**config.mk**
```make
export PLATFORM = sky130hd
export DESIGN_NAME = ch3_wave_sequencer
export DESIGN_NICKNAME = d
export VERILOG_FILES = /design/src/rtl/ch3_wave_sequencer.sv
export SDC_FILE = /design/constraint.sdc
export NUM_CORES = 1
export LEC_CHECK = 0
export BUFFER_PORTS_ARGS = -buffer_cell sky130_fd_sc_hd__buf_4
export CAP_MARGIN = 10
export CORE_MARGIN = 2
export CORE_UTILIZATION = 48
export CTS_CLUSTER_DIAMETER = 150
export DETAILED_ROUTE_END_ITERATION = 10
export MAX_ROUTING_LAYER = met4
export PLACE_DENSITY = 0.87
export SLEW_MARGIN = 10
export SYNTH_ARGS = -nofsm -noshare
export SYNTH_HDL_FRONTEND = slang
export SYNTH_SLANG_ARGS = --single-unit
```
**constraint.sdc**
```tcl
create_clock -name amuk_4mhz -period 2.1 [get_ports amuk_4mhz]
set_input_delay 0.21 -clock amuk_4mhz [delete_from_list [all_inputs] [get_ports amuk_4mhz]]
set_output_delay 0.21 -clock amuk_4mhz [all_outputs]
set_load 0.005 [all_outputs]
```
**src/rtl/ch3_wave_sequencer.sv**
```systemverilog
// Channel-3 playback sequencer: frequency timer, sample index, trigger/DAC control and
// volume-shifted output. Defining CH3_LENGTH_EN adds the 256 Hz length counter.
module ch3_wave_sequencer #(
  parameter int FREQ_W = 11,
  parameter int POS_W  = 5,
  parameter int LEN_W  = 9
) (
  input  logic              amuk_4mhz,
  input  logic              napu_reset,
  input  logic              tick_2mhz,
  input  logic              tick_256hz,
  input  logic              dac_on,
  input  logic              trigger,
  input  logic [FREQ_W-1:0] freq,
  input  logic              length_load,
  input  logic [7:0]        nr31,
  input  logic              length_en,
  input  logic [1:0]        vol_code,
  input  logic [3:0]        wave_play_d,
  output logic [POS_W-2:0]  wave_addr,
  output logic              efar_q,
  output logic              sample_fetch,
  output logic              ch3_active,
  output logic [3:0]        ch3_out
);

  localparam logic [FREQ_W-1:0] TIMER_MAX = {FREQ_W{1'b1}};

  logic [FREQ_W-1:0] timer_q, timer_d;
  logic [POS_W-1:0]  pos_q, pos_d;
  logic              active_q, active_d;
  logic              fetch_q, fetch_d;
  logic [3:0]        out_q, out_d;
  logic              trig_s;
  logic              run_s;
  logic              len_expire_s;

  // NR32 volume: mute, full, half, quarter with zero fill from the top.
  function automatic logic [3:0] vol_shift(input logic [1:0] code, input logic [3:0] d);
    logic [3:0] r;
    case (code)
      2'd0:    r = 4'd0;
      2'd1:    r = d;
      2'd2:    r = {1'b0, d[3:1]};
      2'd3:    r = {2'b00, d[3:2]};
      default: r = 4'd0;
    endcase
    return r;
  endfunction

  assign trig_s = trigger & dac_on;
  assign run_s  = active_q & dac_on & tick_2mhz;

`ifdef CH3_LENGTH_EN
  localparam logic [LEN_W-1:0] LEN_FULL = LEN_W'(256);

  logic [LEN_W-1:0] len_q, len_d;
  logic [LEN_W-1:0] len_load_s;
  logic [LEN_W-1:0] len_base_s;

  assign len_load_s = LEN_FULL - LEN_W'(nr31);
  assign len_base_s = length_load ? len_load_s : len_q;

  // Length counter: a same-cycle load lands before the trigger looks at it,
  // and a trigger swallows a coincident 256 Hz decrement.
  always_comb begin
    len_d        = len_q;
    len_expire_s = 1'b0;
    if (trig_s) begin
      len_d = (len_base_s == {LEN_W{1'b0}}) ? LEN_FULL : len_base_s;
    end else if (length_load) begin
      len_d = len_load_s;
    end else if (tick_256hz && length_en && (len_q != {LEN_W{1'b0}})) begin
      len_d        = len_q - LEN_W'(1);
      len_expire_s = (len_q == LEN_W'(1));
    end else begin
      len_d = len_q;
    end
  end

  // Length state register.
  always_ff @(posedge amuk_4mhz or negedge napu_reset) begin
    if (!napu_reset) begin
      len_q <= {LEN_W{1'b0}};
    end else begin
      len_q <= len_d;
    end
  end
`else
  logic unused_len_s;
  assign unused_len_s = ^{length_load, nr31, length_en, tick_256hz};
  assign len_expire_s = 1'b0;
`endif

  // Timer, sample index and enable: trigger outranks every other event.
  always_comb begin
    timer_d  = timer_q;
    pos_d    = pos_q;
    fetch_d  = 1'b0;
    active_d = active_q;
    if (trig_s) begin
      timer_d  = freq;
      pos_d    = {POS_W{1'b0}};
      active_d = 1'b1;
    end else begin
      if (run_s) begin
        if (timer_q == TIMER_MAX) begin
          timer_d = freq;
          pos_d   = pos_q + POS_W'(1);
          fetch_d = 1'b1;
        end else begin
          timer_d = timer_q + FREQ_W'(1);
        end
      end else begin
        timer_d = timer_q;
      end
      if (!dac_on || len_expire_s) begin
        active_d = 1'b0;
      end else begin
        active_d = active_q;
      end
    end
    out_d = active_q ? vol_shift(vol_code, wave_play_d) : 4'd0;
  end

  // Core state and registered outputs.
  always_ff @(posedge amuk_4mhz or negedge napu_reset) begin
    if (!napu_reset) begin
      timer_q  <= {FREQ_W{1'b0}};
      pos_q    <= {POS_W{1'b0}};
      active_q <= 1'b0;
      fetch_q  <= 1'b0;
      out_q    <= 4'd0;
    end else begin
      timer_q  <= timer_d;
      pos_q    <= pos_d;
      active_q <= active_d;
      fetch_q  <= fetch_d;
      out_q    <= out_d;
    end
  end

  assign wave_addr    = pos_q[POS_W-1:1];
  assign efar_q       = pos_q[0];
  assign sample_fetch = fetch_q;
  assign ch3_active   = active_q;
  assign ch3_out      = out_q;

endmodule

```
==> impl.org, run 1 <==
** Floorplanning
- In this run the horizontal extent of the chip is 53.9 um.
- Once the floorplan was initialized, standard cells occupied 49.6% of the core.
- Placeable core region :: 2410 um^2
- Area of the die :: 2910 um^2
- The die is 53.9 um tall.
- In this run the core area contains 18 standard-cell rows.
- I/O Pins :: 44

** Pwr
- Power density normalized to cell area :: 692 nW/um^2
- In this run the static leakage power is 0.705 nW.
- Across the VDD grid, the largest voltage drop is 420 uV.

** Synth
- Largest cells by area after synthesis :: sky130_fd_sc_hd__dfrtp_1, sky130_fd_sc_hd__a21oi_1, sky130_fd_sc_hd__nand3_1
- Sequential elements use 46.0% of the synthesized area.
- The synthesized design spends more area on one cell type than any other, namely sky130_fd_sc_hd__dfrtp_1.
- Async SR Flop Fraction :: 100%
- The netlist uses 39 different library cells.
- Synthesized area :: 1200 um^2
- In the synthesized netlist the dominant register cell turns out to be sky130_fd_sc_hd__dfrtp_1.
- The average instance in the mapped netlist occupies 9.65 um^2.
- EDFF count, synth :: 0
- Total of flip-flops plus latches after synthesis :: 22
- Proportion of netlist area held by the largest area contributor :: 46.0%
- Synth Net Count :: 159
- Synthesis Warnings :: 0
- Synthesis handed over a netlist of 124 instances.

** STA
- Setup repair after global routing left no endpoint under its margin.
- For the pin with the worst max-slew slack, the measured transition is 540 ps.
- Achievable Freq :: 522 MHz
- The clock period could shrink to 1920 ps.
- Final critical-path share of the clock period :: 91.3%
- The hold violation count in the final report was 0.
- Across the routed clock network, the largest skew measured is 7.59 ps.
- Sum Neg Setup Slack :: 0 ps
- Slew margin rel. :: 64.0%
- Final setup fails :: 0
- Number of max-slew violations in the final report :: 0

** Finish
- Sequential cell area :: 551 um^2
- The area growth from synthesis to layout is 27.7%.
- Fraction of final layout cells sized beyond drive strength 1 :: 28.7%
- The repair_antennas step left the layout with diodes totalling 0.
- Area taken by multi-input logic gates :: 608 um^2
- Commonest non-fill, non-tap cell in the layout :: sky130_fd_sc_hd__buf_4
- Layout net count :: 196
- The layout has 194 filler cells.
- The finished layout holds 190 standard cells, fillers aside.
- In the layout the commonest cells are sky130_fd_sc_hd__buf_4, sky130_fd_sc_hd__dfrtp_1, sky130_fd_sc_hd__a21oi_1.

** Clock tree
- Cell at the root of the clock tree :: sky130_fd_sc_hd__clkbuf_4
- The clock drives 22 sinks.
- TritonCTS clock tree :: built
- Clock-pin slew was measured on the worst setup and hold paths at 120 ps.
- In this run the number of H-tree levels came out at 1.
- TritonCTS buffer count :: 3
- In this run the post-CTS setup repair buffer count came out at 0.
- The clock passes through at most 2 buffers.
- Insertion delay to the later sink of the worst-skew pair :: 310 ps

** Global route
- The first global-routing pass estimated 4490 um of wire.
- Maximum number of pins on one net before global-route repair :: 23
- The number of global-route vias before repair is 1001.
- Residual overflow from global routing :: 0
- Global routing consumed, over all layers together, 22.2% of the routing resources.
- The initial antenna violation count was 0.

** Setup path
- The worst register-to-register path ends at pos_q[4]$_DFFE_PN0P_.
- Maximum fanout along the worst path :: 6
- At the worst endpoint, the arrival time is 2160 ps.
- For this run, the slowest stage of the critical path takes 570 ps.
- Worst reg2reg startpoint :: timer_q[0]$_DFFE_PN0P_
- The worst register-to-register path has a depth of 5.
- Critical path launch point :: timer_q[0]$_DFFE_PN0P_
- The critical path is of the reg -> reg type.
- CP Data Required Time :: 2340 ps
- Cells along the critical path :: ha_1 > nand3_4 > or4_4 > or3_1 > a21oi_1
- STA classifies the critical path endpoint as a flip-flop.
- The largest individual stage delay along the critical path comes from the cell sky130_fd_sc_hd__or4_4.
- Together, buffers and inverters on the worst path number 0.
- Worst setup SP type :: flip-flop
- Crit path max-delay family :: simple AND/OR/NAND/NOR gates
- FF-to-FF setup slack :: 180 ps

** Place
- DP Cell Count :: 185
- # port buffers :: 32
- Routability-driven placement congestion ratio :: 0.837
- Detailed placement finished with a half-perimeter wire length of 2120 um.

** Route
- Initial DRC count :: 22
- In the final routed layout, each cell accounts on average for 14.5 um.
- Number of detailed-route iterations in the first pass :: 4
- Total routed wirelength :: 2760 um
- Total number of vias :: 1145
- Post-route antenna net violation count :: 0
- For this run, design rule violations remaining after detail routing come to 0.
- In the routed layout, each cell is associated on average with a via count of 6.03.

** Job
- Max-cap violations in this run came to 0.

** Min path
- End point of the worst hold path :: timer_q[10]$_DFFE_PN0P_
- Worst Hold Launch :: freq[10]
- Cell count of the worst hold path :: 2
- Worst min path class :: in -> reg

** Status
- Outcome :: completed
==> worst register-to-register path, cell delays in order (launching register included) <==
cell and delay, ps:
sky130_fd_sc_hd__dfrtp_1 430, sky130_fd_sc_hd__ha_1 260, sky130_fd_sc_hd__nand3_4 90, sky130_fd_sc_hd__or4_4 570, sky130_fd_sc_hd__or3_1 360, sky130_fd_sc_hd__a21oi_1 150
==> power breakdown <==
group | total, mW | internal [mW] | leakage (nW) | switching (mW)
Clock | 0.233 | 0.106 | 0.0210 | 0.127
Combinational | 0.248 | 0.128 | 0.405 | 0.121
Sequential | 0.577 | 0.487 | 0.279 | 0.0903
Total | 1.06 | 0.720 | 0.705 | 0.338
==> worst max-delay path by stage <==
stage / cells past startpoint / slack [ps] / end
floorplan: 5 / 280 / pos_q[3]$_DFFE_PN0P_
global placement: 5 / 260 / pos_q[4]$_DFFE_PN0P_
detailed placement: 5 / 200 / pos_q[4]$_DFFE_PN0P_
CTS: 5 / 180 / pos_q[4]$_DFFE_PN0P_
global route: 5 / 80 / pos_q[4]$_DFFE_PN0P_
finish: 5 / 180 / pos_q[4]$_DFFE_PN0P_
==> cell families after synthesis <==
family	count (synthesis)	synth area share, %
xor gates and xnor gates	2	1.46
muxes	4	3.56
adders and majority gates	2	2.09
DFF	22	46.0
buffers and inverters	10	3.14
AOI/OAI and AO/OA	34	19.6
and+or+nand+nor	50	24.2
==> metal layers <==
layer	GRT usage (%)	vias up	wire (um)	part of all wire [%]
li1	-	537	-	-
met1	26.9	558	1160	42
met5	-	-	0	0
met4	8.97	0	63	2.3
met3	2.78	9	131	4.8
met2	37.2	41	1400	51
==> flip-flops by register name, indices dropped and copies added, names as in the netlist <==
| register | count |
|---|---|
| ch3_out | 4 |
| pos_q | 5 |
| ch3_active | 1 |
| sample_fetch | 1 |
| timer_q | 11 |
==> metrics by stage <==
stage               hold slack, ps  utilization [%]  area [um^2]  total power, mW  setup WS [ps]
finish                         114             63.4         1530             1.06            183
floorplan                    -85.6                -         1200            0.721            284
global placement               110             61.5         1480            0.808            264
global route                   117             63.4         1530             1.11           79.1
CTS                            109             63.4         1530             1.06            176
detailed placement             115             61.5         1480            0.829            202
==> layout make-up <==
cell class / count / share of cell area [%]
multi-input combinational: 92 / 39.8
sequential: 22 / 36.0
timing repair buffer: 36 / 17.9
tap: 30 / 2.46
clock buffer: 4 / 2.38
inverter: 6 / 1.47
==> synth_stat cells, types with 2 or more instances <==
cell type,number
sky130_fd_sc_hd__mux2_2,2
sky130_fd_sc_hd__and4_1,2
sky130_fd_sc_hd__and2_1,2
sky130_fd_sc_hd__xor2_1,2
sky130_fd_sc_hd__nor2_1,5
sky130_fd_sc_hd__dfrtp_1,22
sky130_fd_sc_hd__inv_1,6
sky130_fd_sc_hd__or3_1,4
sky130_fd_sc_hd__o21ai_0,5
sky130_fd_sc_hd__nand2_1,9
sky130_fd_sc_hd__nor2b_1,4
sky130_fd_sc_hd__nand3_1,8
sky130_fd_sc_hd__nand2b_1,2
sky130_fd_sc_hd__a21oi_1,12
sky130_fd_sc_hd__a22o_1,3
sky130_fd_sc_hd__nor3_1,6
sky130_fd_sc_hd__a22oi_1,2
sky130_fd_sc_hd__and3_1,2
sky130_fd_sc_hd__ha_1,2
sky130_fd_sc_hd__clkbuf_1,4
sky130_fd_sc_hd__mux2i_1,2
==> timing repair <==
action	4_1_cts	5_1_grt
hold endpoints to repair	22	0
hold buffers	1	0
gates resized for setup	0	0
No activity file was read; power rests on OpenSTA's default activity.
==> inputs of run 2 (changes only) <==
- BUFFER_PORTS_ARGS: -buffer_cell sky130_fd_sc_hd__buf_4 -> not set
- CORE_UTILIZATION: 48 -> 55
- DONT_BUFFER_PORTS: not set -> 1
- PLACE_DENSITY: 0.87 -> 0.79
==> impl.org, run 2 (synthesized netlist as in run 1, its figures left out) <==
** Setup path
- The critical path's top delay family is simple AND/OR/NAND/NOR gates (unchanged).
- Cells along the critical path: ha_1 > nand3_4 > or4_4 > or3_1 > a21oi_1 (unchanged).
- The peak per-stage delay on the critical path was 570 ps (about the same).
- Critical path launch point :: timer_q[0]$_DFFE_PN0P_ (unchanged)
- The endpoint required time on the critical path is 2350 ps (was 2340 ps).
- Critical Path AT :: 2160 ps (about the same)
- The endpoint class of the critical path was a flip-flop (unchanged).
- Crit Path Category :: reg -> reg (unchanged)
- The largest fanout of any net on the critical path came to 6 (unchanged).
- The number of buffers and inverters on the critical path came to 0 (unchanged).
- Worst reg2reg startpoint :: timer_q[0]$_DFFE_PN0P_ (unchanged)
- Worst setup SP type :: flip-flop (unchanged)
- The cell type of the slowest stage on the worst timing path was sky130_fd_sc_hd__or4_4 (unchanged).

** Global route
- The largest net degree at the start of global routing came to 23 (unchanged).
- Number of global-route vias before repair :: 943 (was 1001)
- Wire length of the first global-routing pass :: 4220 um (was 4490 um)
- The initial antenna violation count was 0 (unchanged).
- Residual overflow from global routing :: 0 (unchanged)
- Overall routing resource usage :: 22.4% (was 22.2%)

** STA
- The hold violation count in the final report was 0 (unchanged).
- The timing-limited maximum frequency was 524 MHz (was 522 MHz).
- Unrepaired setup endpoints after global routing: false (unchanged).
- Worst Hold Margin :: 9.56 ps (was 114 ps)
- Final setup fails :: 0 (unchanged)
- The clock period minus final worst setup slack is 1910 ps (was 1920 ps).
- The transition time at the pin with the least slew margin was 952 ps (was 540 ps).
- The final total negative setup slack came to 0 ps (unchanged).
- Number of max-slew violations in the final report :: 0 (unchanged)
- Final critical-path share of the clock period :: 90.9% (was 91.3%)
- The clock skew after layout came to 7.94 ps (was 7.59 ps).
- Slew margin rel. :: 36.3% (was 64.0%)
- The final critical-path setup slack came to 191 ps (was 183 ps).

** Pwr
- Relative contribution of the clock network to total power :: 29.8% (was 22.0%)
- Switching power share of the total :: 29.8% (was 31.9%)
- Share of power burned in registers :: 51.5% (was 54.5%)
- The ratio of total power to cell area came to 844 nW/um^2 (was 692 nW/um^2).
- The internal power of the cells came to 0.780 mW (was 0.720 mW).
- Leakage Power :: 0.561 nW (was 0.705 nW)
- Comb pwr share :: 18.7% (was 23.5%)
- The switching power was 0.332 mW (was 0.338 mW).
- The worst IR drop on VDD was 542 uV (was 420 uV).

** Min path
- Worst Hold Launch :: freq[1] (was freq[10])
- Worst min path class :: in -> reg (unchanged)

** Clock tree
- Insertion delay to the later sink of the worst-skew pair :: 310 ps (about the same)
- TritonCTS buffer count :: 3 (unchanged)
- Cell at the root of the clock tree :: sky130_fd_sc_hd__clkbuf_4 (unchanged)
- The register clock-pin slew on the reported worst setup and hold paths is 140 ps (was 120 ps).
- TritonCTS clock tree :: built (unchanged)
- The clock sink count came to 22 (unchanged).
- Post-CTS setup repair buffer count :: 0 (unchanged)
- The maximum count of clock buffers along a single path is 2 (unchanged).
- CTS H-Tree Depth :: 1 (unchanged)

** Route
- Number of design rule violations left after detail routing :: 0 (unchanged)
- DR WL/cell :: 15.9 um (was 14.5 um)
- The DRC marker count from the first detailed-route iteration is 24 (was 22).
- The routed via count is 989 (was 1145).
- Total routed wirelength :: 2500 um (was 2760 um)
- The number of iterations in the first detailed-routing pass is 4 (unchanged).
- The average vias per placed instance is 6.30 (was 6.03).
- The number of nets with antenna violations after detailed routing came to 0 (unchanged).

** Floorplanning
- The number of cell rows came to 16 (was 18).
- The horizontal extent of the die was 50.6 um (was 53.9 um).
- Vertical die dimension :: 50.6 um (was 53.9 um)
- I/O Pins :: 44 (unchanged)
- Initial standard-cell utilization of the core :: 59.7% (was 49.6%)
- The die area is 2560 um^2 (was 2910 um^2).
- Placeable core region :: 2000 um^2 (was 2410 um^2)

** Job
- The max-cap check violation count was 0 (unchanged).

** Finish
- Register containing the most flip-flops in the final layout :: timer_q (unchanged)
- Leading cell types in the layout, fill and taps excluded: sky130_fd_sc_hd__dfrtp_1, sky130_fd_sc_hd__a21oi_1, sky130_fd_sc_hd__nand2_1 (was sky130_fd_sc_hd__buf_4, sky130_fd_sc_hd__dfrtp_1, sky130_fd_sc_hd__a21oi_1).
- Layout net count :: 166 (was 196)
- The most common cell after layout, fill and taps aside is sky130_fd_sc_hd__dfrtp_1 (was sky130_fd_sc_hd__buf_4).
- The synthesis-to-finish area growth is 10.1% (was 27.7%).
- Filler cell count :: 150 (was 194)
- Max FFs per register :: 11 (unchanged)
- The count of inserted antenna diode cells was 0 (unchanged).
- Fraction of final layout cells sized beyond drive strength 1 :: 11.5% (was 28.7%)

** Place
- Routability-driven placement congestion ratio :: 0.870 (was 0.837)
- Detailed placement HPWL :: 1850 um (was 2120 um)
- # port buffers :: 0 (was 32)
- Placement Setup Slack :: 212 ps (was 202 ps)

** Status
- Outcome: completed (unchanged).
run 2: cell types whose count changed in the layout (fill, tap and decap cells not counted):
cell,previous run,this run
sky130_fd_sc_hd__buf_4,35,4
sky130_fd_sc_hd__bufinv_16,0,1
sky130_fd_sc_hd__clkbuf_8,1,0
sky130_fd_sc_hd__dlygate4sd3_1,1,2
run 2: what timing repair did:
action | 4_1_cts | 5_1_grt
endpoints found under the hold margin | 23 | 0
hold buffers | 2 | 0
resized for setup | 0 | 0
run 2: cell type report:
class                           instances  area (um^2)  area share, %
Sequential cell                        22          551           41.8
Multi-Input combinational cell         92          608           46.2
Clock inverter                          1         30.0           2.28
Clock buffer                            3         22.5           1.71
Timing Repair Buffer                    6         50.0           3.80
Tap cell                               27         33.8           2.56
Inverter                                6         22.5           1.71
run 2: per-stage QoR:
step                utilization (%)  power, mW  area [um^2]  std cells
floorplan                         -      0.721         1200        124
global placement               62.2      0.765         1240        151
detailed placement             62.2      0.776         1240        151
CTS                            65.8       1.11         1320        157
global route                   65.8       1.17         1320        157
finish                         65.8       1.11         1320        157
run 2: path summary, 6_finish.rpt:
check / endpoint / slack (ps) / cells after the start
worst max-delay path: pos_q[4]$_DFFE_PN0P_ / 190 / 5
worst min-delay path: timer_q[1]$_DFFE_PN0P_ / 10 / 2
worst max register to register: pos_q[4]$_DFFE_PN0P_ / 190 / 5
worst min register to register: timer_q[10]$_DFFE_PN0P_ / 560 / 1
max in group asynchronous: timer_q[5]$_DFFE_PN0P_ / 1050 / 1
min in group asynchronous: pos_q[3]$_DFFE_PN0P_ / 470 / 1
run 2: power groups by stage:
stage | combinational (mW) | sequential [mW] | clock, mW
2_1_floorplan | 0.160 | 0.561 | 0
3_5_place_dp | 0.196 | 0.579 | 0
4_1_cts | 0.209 | 0.571 | 0.335
6_report | 0.207 | 0.573 | 0.332
5_1_grt | 0.234 | 0.586 | 0.349
3_3_place_gp | 0.190 | 0.575 | 0
run 2: routing by layer:
metal,GRT usage [%],routed length (um)
met1,28.4,1130
met2,36.8,1220
met3,4.76,128
met4,5.41,15
met5,-,0
run 2: worst register-to-register path, cell delays in order, from the launching register on:
cell,delay (ps)
sky130_fd_sc_hd__dfrtp_1,440
sky130_fd_sc_hd__ha_1,250
sky130_fd_sc_hd__nand3_4,80
sky130_fd_sc_hd__or4_4,570
sky130_fd_sc_hd__or3_1,360
sky130_fd_sc_hd__a21oi_1,150
==> inputs of run 3 (changes only) <==
- PLACE_DENSITY: 0.79 -> not set
- PLACE_DENSITY_LB_ADDON: not set -> 0.15
==> impl.org, run 3 (synthesized netlist as in run 1, its figures left out) <==
** Route
- The DRC marker count from the first detailed-route iteration came to 14 (was 24).
- The number of iterations in the first detailed-routing pass was 4 (unchanged).
- Via density :: 6.36 (was 6.30)
- Post-route antenna net violation count :: 0 (unchanged)
- The detailed-route DRC error count came to 0 (unchanged).
- The average detailed-routed wire length per instance was 17.3 um (was 15.9 um).
- The routed wire length came to 2720 um (was 2500 um).
- Total number of vias :: 999 (was 989)

** Pwr
- The ratio of total power to cell area came to 788 nW/um^2 (was 844 nW/um^2).
- Relative contribution of the clock network to total power :: 23.2% (was 29.8%)
- The total leakage power was 0.554 nW (was 0.561 nW).
- The share of total power in combinational logic came to 20.6% (was 18.7%).
- The switching power came to 0.331 mW (was 0.332 mW).
- Switching power share of the total :: 32.3% (was 29.8%)
- The worst IR drop on VDD is 598 uV (was 542 uV).
- The internal power of the cells is 0.694 mW (was 0.780 mW).
- Share of power burned in registers :: 56.2% (was 51.5%)

** Clock tree
- CTS H-Tree Depth :: 1 (unchanged)
- Clock transition at the registers of the reported paths :: 120 ps (was 140 ps)
- Insertion delay to the later sink of the worst-skew pair :: 310 ps (about the same)
- Post-CTS setup repair buffer count :: 0 (unchanged)
- Buffers from clock root to sink, at most :: 2 (unchanged)
- TritonCTS buffer count :: 3 (unchanged)
- Num Clock Sinks :: 22 (unchanged)
- The clock root buffer was sky130_fd_sc_hd__clkbuf_4 (unchanged).
- The clock tree from TritonCTS was built (unchanged).

** Setup path
- The endpoint required time on the critical path is 2330 ps (was 2350 ps).
- The path type of the worst setup path is reg -> reg (unchanged).
- The largest fanout of any net on the critical path came to 6 (unchanged).
- The kind of start point of the critical path is a flip-flop (unchanged).
- R2R cell count :: 5 (unchanged)
- Critical Path AT :: 2200 ps (was 2160 ps)
- Critical path endpoint category :: flip-flop (unchanged)

** Global route
- Met2 routing resource usage after global routing :: 39.3% (was 36.8%)
- The largest net degree at the start of global routing is 23 (unchanged).
- Number of global-route vias before repair :: 1026 (was 943)
- Antenna violations before repair :: 0 (unchanged)
- The combined global-route utilization of all metal layers came to 23.4% (was 22.4%).
- Met1 global-route usage :: 26.9% (was 28.4%)
- Met3 track demand over resource :: 4.46% (was 4.76%)
- Residual overflow from global routing :: 0 (unchanged)
- Wire length of the first global-routing pass :: 4360 um (was 4220 um)
- Most Crowded Layer GR :: met2 (unchanged)

** Finish
- The flip-flop count of the largest register after layout came to 11 (unchanged).
- The count of inserted antenna diode cells came to 0 (unchanged).
- The share of post-route cells with drive strength above 1 was 11.5% (unchanged).
- Area overhead of the layout relative to synthesis :: 8.79% (was 10.1%)
- Layout net count :: 166 (unchanged)
- Leading cell types in the layout, fill and taps excluded: sky130_fd_sc_hd__dfrtp_1, sky130_fd_sc_hd__a21oi_1, sky130_fd_sc_hd__nand2_1 (unchanged).
- Register containing the most flip-flops in the final layout :: timer_q (unchanged)
- The most common cell after layout, fill and taps aside is sky130_fd_sc_hd__dfrtp_1 (unchanged).

** Min path
- Cell count of the worst hold path :: 2 (unchanged)
- The class of the most critical hold timing path was in -> reg (unchanged).

** Floorplanning
- Area of the die :: 2560 um^2 (unchanged)
- The number of cell rows came to 16 (unchanged).
- Vertical die dimension :: 50.6 um (unchanged)
- The floorplan core area is 2000 um^2 (unchanged).
- Chip Width :: 50.6 um (unchanged)
- I/O Pins :: 44 (unchanged)
- Initial standard-cell utilization of the core :: 59.7% (unchanged)

** STA
- The clock period minus final worst setup slack came to 1970 ps (was 1910 ps).
- Unrepaired setup endpoints after global routing: false (unchanged).
- The number of failing setup endpoints in the final timing report was 0 (unchanged).
- Achievable Freq :: 508 MHz (was 524 MHz)
- Sum Neg Setup Slack :: 0 ps (unchanged)
- Final hold violations :: 0 (unchanged)
- The transition time at the pin with the least slew margin is 992 ps (was 952 ps).
- The tightest hold margin is 13.9 ps (was 9.56 ps).
- The total count of max-transition violations in the final report is 0 (unchanged).
- The relative slew slack was 33.6% (was 36.3%).
- Final critical-path share of the clock period :: 93.7% (was 90.9%)
- The clock skew after layout is 7.00 ps (was 7.94 ps).

** Place
- Detailed placement HPWL :: 1990 um (was 1850 um)
- # port buffers :: 0 (unchanged)
- The weighted congestion reported at the end of routability-driven placement came to 0.892 (was 0.870).

** Job
- The max-cap check violation count is 0 (unchanged).

** Status
- Outcome: completed (unchanged).
run 3: worst paths after layout:
path,start,end,slack (ps)
worst min register to register,timer_q[10]$_DFFE_PN0P_,timer_q[10]$_DFFE_PN0P_,560
max in group asynchronous,napu_reset,timer_q[9]$_DFFE_PN0P_,1000
worst max register to register,timer_q[0]$_DFFE_PN0P_,pos_q[3]$_DFFE_PN0P_,130
worst min-delay path,freq[1],timer_q[1]$_DFFE_PN0P_,10
worst max-delay path,timer_q[0]$_DFFE_PN0P_,pos_q[3]$_DFFE_PN0P_,130
min in group asynchronous,napu_reset,pos_q[1]$_DFFE_PN0P_,490
run 3: worst max-delay path, stage by stage, from the launching register on:
cell and delay [ps]:
sky130_fd_sc_hd__dfrtp_1 430, sky130_fd_sc_hd__ha_1 260, sky130_fd_sc_hd__nand3_4 90, sky130_fd_sc_hd__or4_4 580, sky130_fd_sc_hd__or3_1 360, sky130_fd_sc_hd__a21oi_1 180
run 3: what timing repair did:
item                                   in CTS  in global routing
endpoints found under the hold margin      23                  0
gates resized for setup                     0                  0
hold buffers                                2                  0
run 3: metal layers:
metal  vias to the layer above  wire length (um)
met5                         -                 0
met1                       477              1130
met2                        37              1380
met3                         7               154
met4                         0                59
li1                        478                 -
run 3: power by group through the flow:
stage	sequential [mW]	clock [mW]	combinational [mW]
2_1_floorplan	0.561	0	0.160
3_3_place_gp	0.578	0	0.188
3_5_place_dp	0.581	0	0.197
4_1_cts	0.574	0.239	0.211
5_1_grt	0.585	0.263	0.240
6_report	0.576	0.238	0.211
run 3: area by class of cell:
cell class | instances | area, um^2
multi-input combinational | 92 | 608
tap | 27 | 33.8
fill | 167 | 701
sequential | 22 | 551
clock buffer | 4 | 36.3
inverter | 6 | 22.5
timing repair buffer | 6 | 50.0
run 3: through the flow:
| stage | instance area, um^2 | util [%] | std cells | power, mW | setup WS [ps] |
|---|---|---|---|---|---|
| final | 1300 | 65.0 | 157 | 1.02 | 132 |
| after global placement | 1240 | 62.2 | 151 | 0.767 | 259 |
| after global routing | 1300 | 65.0 | 157 | 1.09 | 28.4 |
| after CTS | 1300 | 65.0 | 157 | 1.02 | 137 |
| after detailed placement | 1240 | 62.2 | 151 | 0.778 | 179 |
| after floorplan | 1200 | - | 124 | 0.721 | 284 |
